$ cat src/rtl/serial_mod_pkg.sv
// Shared types and helpers for the streaming divisibility checker.
// Latency: n/a (package only).
// Backpressure: n/a (package only).
package serial_mod_pkg;

   // IDLE: no digit consumed in the current frame; RUN: frame in progress.
   typedef enum logic [0:0] {IDLE, RUN} state_t;

   // Ceil-log2, used to size the remainder and weight registers.
   function automatic int clog2(input int v);
      int r;
      r = 0;
      while ((1 << r) < v) r = r + 1;
      return r;
   endfunction

endpackage

$ cat src/rtl/mod_step.sv
// One digit step of the running modulo reduction (combinational).
// Latency: 0 cycles, pure combinational.
// Backpressure: none, evaluated every cycle.
// Ports: rem/wt = stored remainder/weight (< DIVISOR), d = incoming digit,
//        rem_next/wt_next = fully reduced values after consuming d.
module mod_step
   import serial_mod_pkg::*;
#(
   parameter int DIVISOR   = 5,
   parameter int DATA_W    = 1,
   parameter bit MSB_FIRST = 1'b1,
   localparam int REM_W    = clog2(DIVISOR)
) (
   input  logic [REM_W-1:0]  rem,
   input  logic [REM_W-1:0]  wt,
   input  logic [DATA_W-1:0] d,
   output logic [REM_W-1:0]  rem_next,
   output logic [REM_W-1:0]  wt_next
);

   // One spare bit so the LSB-first sum rem + d*wt cannot overflow.
   localparam int PW = REM_W + DATA_W + 1;

   logic [PW-1:0] rem_x, wt_x, d_x, div_x;
   logic [PW-1:0] msb_sum, lsb_sum, wt_sh;

   assign rem_x   = PW'(rem);
   assign wt_x    = PW'(wt);
   assign d_x     = PW'(d);
   assign div_x   = PW'(DIVISOR);

   // MSB-first: Horner step, shift the remainder up one digit and add d.
   assign msb_sum = (rem_x << DATA_W) + d_x;
   // LSB-first: d carries weight radix^position, tracked modulo DIVISOR in wt.
   assign lsb_sum = rem_x + d_x * wt_x;
   assign wt_sh   = wt_x << DATA_W;

   always_comb begin
      rem_next = '0;
      wt_next  = wt;
      if (MSB_FIRST) begin
         rem_next = REM_W'(msb_sum % div_x);
      end else begin
         rem_next = REM_W'(lsb_sum % div_x);
         wt_next  = REM_W'(wt_sh % div_x);
      end
   end

endmodule

$ cat config.mk
export PLATFORM = sky130hd
export DESIGN_NAME = mod_step
export DESIGN_NICKNAME = d
export VERILOG_FILES = /design/src/rtl/serial_mod_pkg.sv /design/src/rtl/mod_step.sv
export SDC_FILE = /design/constraint.sdc
export NUM_CORES = 1
export LEC_CHECK = 0
export BUFFER_PORTS_ARGS = -buffer_cell sky130_fd_sc_hd__buf_4
export CORE_AREA = 5 5 42 44
export DETAILED_ROUTE_END_ITERATION = 8
export DIE_AREA = 0 0 47 49
export PLACE_DENSITY = 0.44
export SLEW_MARGIN = 20
export SYNTH_ARGS = -nofsm -noshare
export SYNTH_HDL_FRONTEND = slang
export SYNTH_SLANG_ARGS = --single-unit
$ cat constraint.sdc
create_clock -name vclk -period 1.3
set_input_delay 0.065 -clock vclk [all_inputs]
set_output_delay 0.065 -clock vclk [all_outputs]
set_load 0.01 [all_outputs]
* Word level (Yosys, flattened, before mapping)
Cells that the tools add are included.
** Cells by class
- Add/subtract/negate cells :: 1
- Div/mod/pow operators :: 1
** Operators with widths (count)
- 4-bit by 1-bit adder with 5-bit output :: 1
- 5-bit by 3-bit modulo with 5-bit output, second input constant :: 1
** Word-level totals
- Register bits after elaboration :: 0
- Bits of input ports :: 7
- Output and inout bits :: 6
- Logic and storage cells :: 2

* Longest topological paths before layout
Gate-level depths: netlist of run 1.
- Depth in word-level cells :: 2
- Mapped depth :: 6

* Least setup slack after synthesis of run 1
No wires, ideal clock.
- Kind :: input -> output
- Start :: input port rem[0]
- End :: output port rem_next[1]
- Arrival :: 1.356 ns
- Data required time :: 1.235 ns
- Setup slack :: -0.121 ns
- Stages on the path :: 6
- Path buffers :: 0
- Cell sequence :: inv_1 > mux2_1 > ha_1 > o41ai_2 > nor3_2 > mux2i_1
** Between the ends
- Cells in the longest elaborated chain, start to end :: 2
** RTL lines
- from (decl) :: RTL line mod_step.sv:14 : input logic [REM_W-1:0] rem,
- 4-bit by 1-bit adder with 5-bit output :: RTL line mod_step.sv:33 : assign msb_sum = (rem_x << DATA_W) + d_x;
- 5-bit by 3-bit modulo with 5-bit output :: RTL line mod_step.sv:42 : rem_next = REM_W'(msb_sum % div_x);
- to (decl) :: RTL line mod_step.sv:17 : output logic [REM_W-1:0] rem_next,
Every way passes these cells.

* Final worst setup path of run 1
- Start :: input port rem[0]
- End :: output port rem_next[0]
The elaborated chain is that of the path after synthesis.

==> impl_metrics.tcl, run 1 <==
set metrics [dict create \
    synthesis.area_sq_um 210 \
    tightest_slew_ns 0.300 \
    crit_required_ns 1.24 \
    via_count 202 \
    layout_common_cells "buf_4, inv_1, nand2_1, ha_1" \
    wl_per_cell_um 10.2 \
    grt_util_met2 0.0792 \
    drive_gt1_frac 0.636 \
    met3_usage 0.0111 \
    drt-total-wl_um 499 \
    place_ws_ns -0.299 \
    core-area_sq_mm 0.00140 \
    final_cell_count_no_fill 49 \
    end_kind "output port" \
    criticalPathCategory "in2out" \
    run_status "complete, but fails checks" \
    hpwl_um 467 \
    slew_headroom 0.800 \
    p_leak_nw 0.164 \
    maxCapViolCount 0 \
    grt.overflow.total 0 \
    synth.avg_cell_area_sq_um 9.14 \
    antenna_found_initial 0 \
    grt_pass1_wl_um 986 \
    ys_seq_area_frac 0 \
    synth_cell_types 16 \
    ios 13 \
    initial_utilization 0.150 \
    yosys-top-cells-area "ha_1, buf_4, nor4_4" \
    busiest_layer "met2" \
    hp-start "wt[2]" \
    synth_top_area_frac 0.179 \
    first_pass_iters 1 \
    port_buffers 7 \
    drt_iter0_drc 0 \
    synthCells 23 \
    critPathLaunchType "primary input" \
    drcViolationCount 0 \
    setup_tns_ns -0.436 \
    register_area_sq_um 0 \
    finalInstanceArea_sq_um 358 \
    ys_warn_count 0 \
    critPathSlowestCell "mux2_4" \
    finalCriticalPeriod_ns 1.47 \
    hp-class "in2out" \
    hold_violations 0 \
    slowest_delay_ns 0.32 \
    grt_usage 0.0519 \
    arrival_ns 1.40 \
    min_to "wt_next[2]" \
    n_antenna_cell 0 \
    dp_cells 49 \
    rsz0062_at_grt "true" \
    clock.fmax_ghz 0.682 \
    fin_crit_sh 1.13 \
    path_buf_inv 3 \
    drv_slew 0 \
    place_area_sq_um 345 \
    critPathMaxFanout 3 \
    ir_drop_v 0.000159 \
    seq_cells 0 \
    power.density_mw_per_mm2 430 \
    grt_pass1_vias 210 \
    clkbuf_count 0 \
    row_count 14 \
    die_h_um 49 \
    use_met1 0.0783 \
    critical-path-top-delay-family "simple AND/OR/NAND/NOR gates" \
    final_core_util 0.255 \
    yosysTopAreaCell "ha_1" \
    syn_to_final_growth_pct 70.2 \
    layout_setup_ws_ns -0.167 \
    routed_via_density 4.12 \
    cts_post_setup_buffers_inserted 0 \
    failed_checks "setup timing" \
    dieArea_sq_mm 0.00230 \
    syn_nets 33 \
    grt_max_degree 6 \
    worstPathCellList "buf_12, inv_12, mux2_4, ha_4, nor4_4, nor3_2, xnor2_1, buf_4" \
    nets 45 \
    hold_depth 0 \
    finalWeightedCongestion 0.745 \
    die_w_um 47 \
    postRouteAntennaNets 0 \
    setup_viol 3 \
    final_common_cell "buf_4" \
]
==> worst max path at each step <==
stage                start          end  slack, ns  depth (start not counted)
CTS                 rem[0]  rem_next[0]      -0.21                          8
global route        rem[0]  rem_next[0]      -0.27                          8
finish              rem[0]  rem_next[0]      -0.17                          8
global placement    rem[0]  rem_next[1]      -0.26                          8
floorplan           rem[0]  rem_next[1]      -0.03                          6
detailed placement  rem[0]  rem_next[0]      -0.30                          8
==> Yosys cell counts <==
master / count
mux2_1: 1
inv_1: 3
nor3_2: 1
a21oi_2: 1
nor4_4: 1
nand4b_1: 1
mux2i_1: 1
xnor2_1: 1
nand2_1: 2
o41ai_2: 1
ha_1: 3
a22oi_1: 1
xor2_1: 1
nand3b_1: 1
buf_4: 3
nor4_2: 1
==> metal layers <==
metal / vias up / wire length [um]
met1: 92 / 225
met2: 8 / 214
met3: 0 / 59
li1: 102 / -
met5: - / 0
met4: 0 / 0
==> area by class of cell <==
| cell class | instances | area [sq um] |
|---|---|---|
| Multi-Input combinational cell | 17 | 204 |
| Timing Repair Buffer | 13 | 110 |
| Inverter | 3 | 23.8 |
| Tap cell | 16 | 20.0 |
| Fill cell | 164 | 1040 |
==> power breakdown <==
group / switching, mW / internal [mW] / total, mW
Clock: 0 / 0 / 0
Sequential: 0 / 0 / 0
Combinational: 0.0695 / 0.0844 / 0.154
Total: 0.0695 / 0.0844 / 0.154
==> cells by family (layout without fill, tap and decap cells) <==
logic type | Yosys count | in the layout | share of synthesized area
adders and majority gates | 3 | 3 | 0.179
AOI/OAI and AO/OA | 3 | 3 | 0.155
and+or+nand+nor | 7 | 7 | 0.321
buffers and inverters | 6 | 16 | 0.161
xor gates and xnor gates | 2 | 2 | 0.0833
muxes | 2 | 2 | 0.101
==> what timing repair did <==
item                                    in CTS  in global routing
endpoints found under the setup margin       3                  3
gates resized for setup                      3                  0
pin swaps                                    5                  2
hold buffers                                 0                  0
==> stage by stage <==
step	power [mW]	hold slack, ns
floorplan	0.0884	0.222
global placement	0.149	0.130
detailed placement	0.152	0.130
CTS	0.157	0.130
global route	0.170	0.130
finish	0.154	0.130
No activity file was read; power rests on OpenSTA's default activity.
==> inputs of run 2 (changes only) <==
Settings changed: CORE_AREA 5 5 42 44 to 2 2 39 41, DIE_AREA 0 0 47 49 to 0 0 41 43, RECOVER_POWER set to 50.
==> run 2 against run 1 <==
Effect of this change: non-clock buffer count is the same; via count shrank 0.50%; final cell count is the same; worst setup slack gained 0.015 ns; the run still ends with setup timing left; power grew 3.2%; hold slack is essentially flat; wire length grew 8.4%; global-route usage grew 1.3 points; first-iteration DRC count grew 4.
==> impl_metrics.tcl, run 2 (synthesized netlist as in run 1, its figures left out) <==
set metrics [dict create \
    run_status "complete, but fails checks" \
    failed_checks "setup timing" \
    routed_via_density 4.10 \
    p_leak_nw 0.163 \
    end_kind "output port" \
    arrival_ns 1.39 \
    path_depth 8 \
    initial_utilization 0.152 \
    p_clk_frac 0 \
    grt_max_degree 6 \
    die_h_um 43 \
    finalInstanceArea_sq_um 370 \
    first_pass_iters 2 \
    rsz0062_at_grt "true" \
    power_frac_comb 1.000 \
    row_count 14 \
    path_buf_inv 3 \
    clkbuf_count 0 \
    ios 13 \
    tightest_slew_ns 0.306 \
    power.switching_mw 0.0726 \
    place_area_sq_um 338 \
    seq_power_share 0 \
    port_buffers 7 \
    layout_common_cells "buf_4, nand2_1, ha_4" \
    maxCapViolCount 0 \
    critPathLaunchType "primary input" \
    swShare 0.457 \
    critical-path-top-delay-family "simple AND/OR/NAND/NOR gates" \
    final_common_cell "buf_4" \
    p_total_mw 0.159 \
    n_antenna_cell 0 \
    finalCriticalPeriod_ns 1.45 \
    layout_setup_ws_ns -0.152 \
    nets 45 \
    clock.fmax_ghz 0.689 \
    critPathSlowestCell "mux2_4" \
    grt.overflow.total 0 \
    power.density_mw_per_mm2 429 \
    hp-class "in2out" \
    grt_pass1_wl_um 848 \
    worstPathCellList "buf_12, inv_12, mux2_4, ha_4, nor4_4, nor3_2, xnor2_1, buf_4" \
    hold_violations 0 \
    hold_depth 0 \
    multiInputGateArea_sq_um 216 \
    dieArea_sq_mm 0.00176 \
    grt_usage 0.0649 \
    slew_headroom 0.796 \
    setup_viol 3 \
    antenna_found_initial 0 \
    syn_to_final_growth_pct 76.2 \
    core-area_sq_mm 0.00138 \
    drt-total-wl_um 541 \
    criticalPathCategory "in2out" \
    p_int_mw 0.0863 \
    postRouteAntennaNets 0 \
    fin_crit_sh 1.12 \
    drv_slew 0 \
    slowest_delay_ns 0.32 \
    ir_drop_v 0.000215 \
    fillers 154 \
    final_core_util 0.268 \
    setup_tns_ns -0.443 \
    seq_cells 0 \
    register_area_sq_um 0 \
    via_count 201 \
    grt_pass1_vias 198 \
    finalWeightedCongestion 0.632 \
    crit_required_ns 1.24 \
    die_w_um 41 \
    critPathMaxFanout 3 \
    drive_gt1_frac 0.697 \
    hpwl_um 422 \
    drt_iter0_drc 4 \
    wl_per_cell_um 11.0 \
    drcViolationCount 0 \
]
## run 2: cell counts in the layout (fill, tap and decap cells not counted)
No cell type changed its count.
## run 2: stage by stage
| stage | hold WS (ns) | setup WS, ns | instances |
|---|---|---|---|
| floorplan | 0.222 | -0.0283 | 23 |
| global placement | 0.130 | -0.259 | 48 |
| detailed placement | 0.130 | -0.298 | 48 |
| CTS | 0.130 | -0.173 | 48 |
| global route | 0.130 | -0.273 | 49 |
| finish | 0.130 | -0.152 | 49 |
## run 2: layer usage
layer	GRT usage	wire length, um	share of wire	vias to the layer above
met3	0.00524	44	0.081	0
met4	0	0	0	0
met1	0.0854	257	0.48	92
met5	0	0	0	-
met2	0.116	239	0.44	8
li1	-	-	-	101
## run 2: repair_timing
action                                  CTS  global route
gates resized for setup                   3             2
buffers inserted                          0             1
pin swaps                                 2             2
endpoints found under the setup margin    3             3
hold buffers                              0             0
## run 2: path summary, 6_finish.rpt
path,start,to,slack (ns)
min,wt[1],wt_next[1],0.13
max,rem[0],rem_next[0],-0.15
## run 2: area by class of cell
type | count | area share
multi-input cells | 17 | 0.584
repair buffers | 13 | 0.297
well taps | 16 | 0.0541
inverters | 3 | 0.0642
## run 2: power by group through the flow
stage / Combinational, mW / Clock [mW] / Sequential, mW
final: 0.159 / 0 / 0
after global routing: 0.172 / 0 / 0
after global placement: 0.143 / 0 / 0
after floorplan: 0.0884 / 0 / 0
after detailed placement: 0.147 / 0 / 0
after CTS: 0.152 / 0 / 0
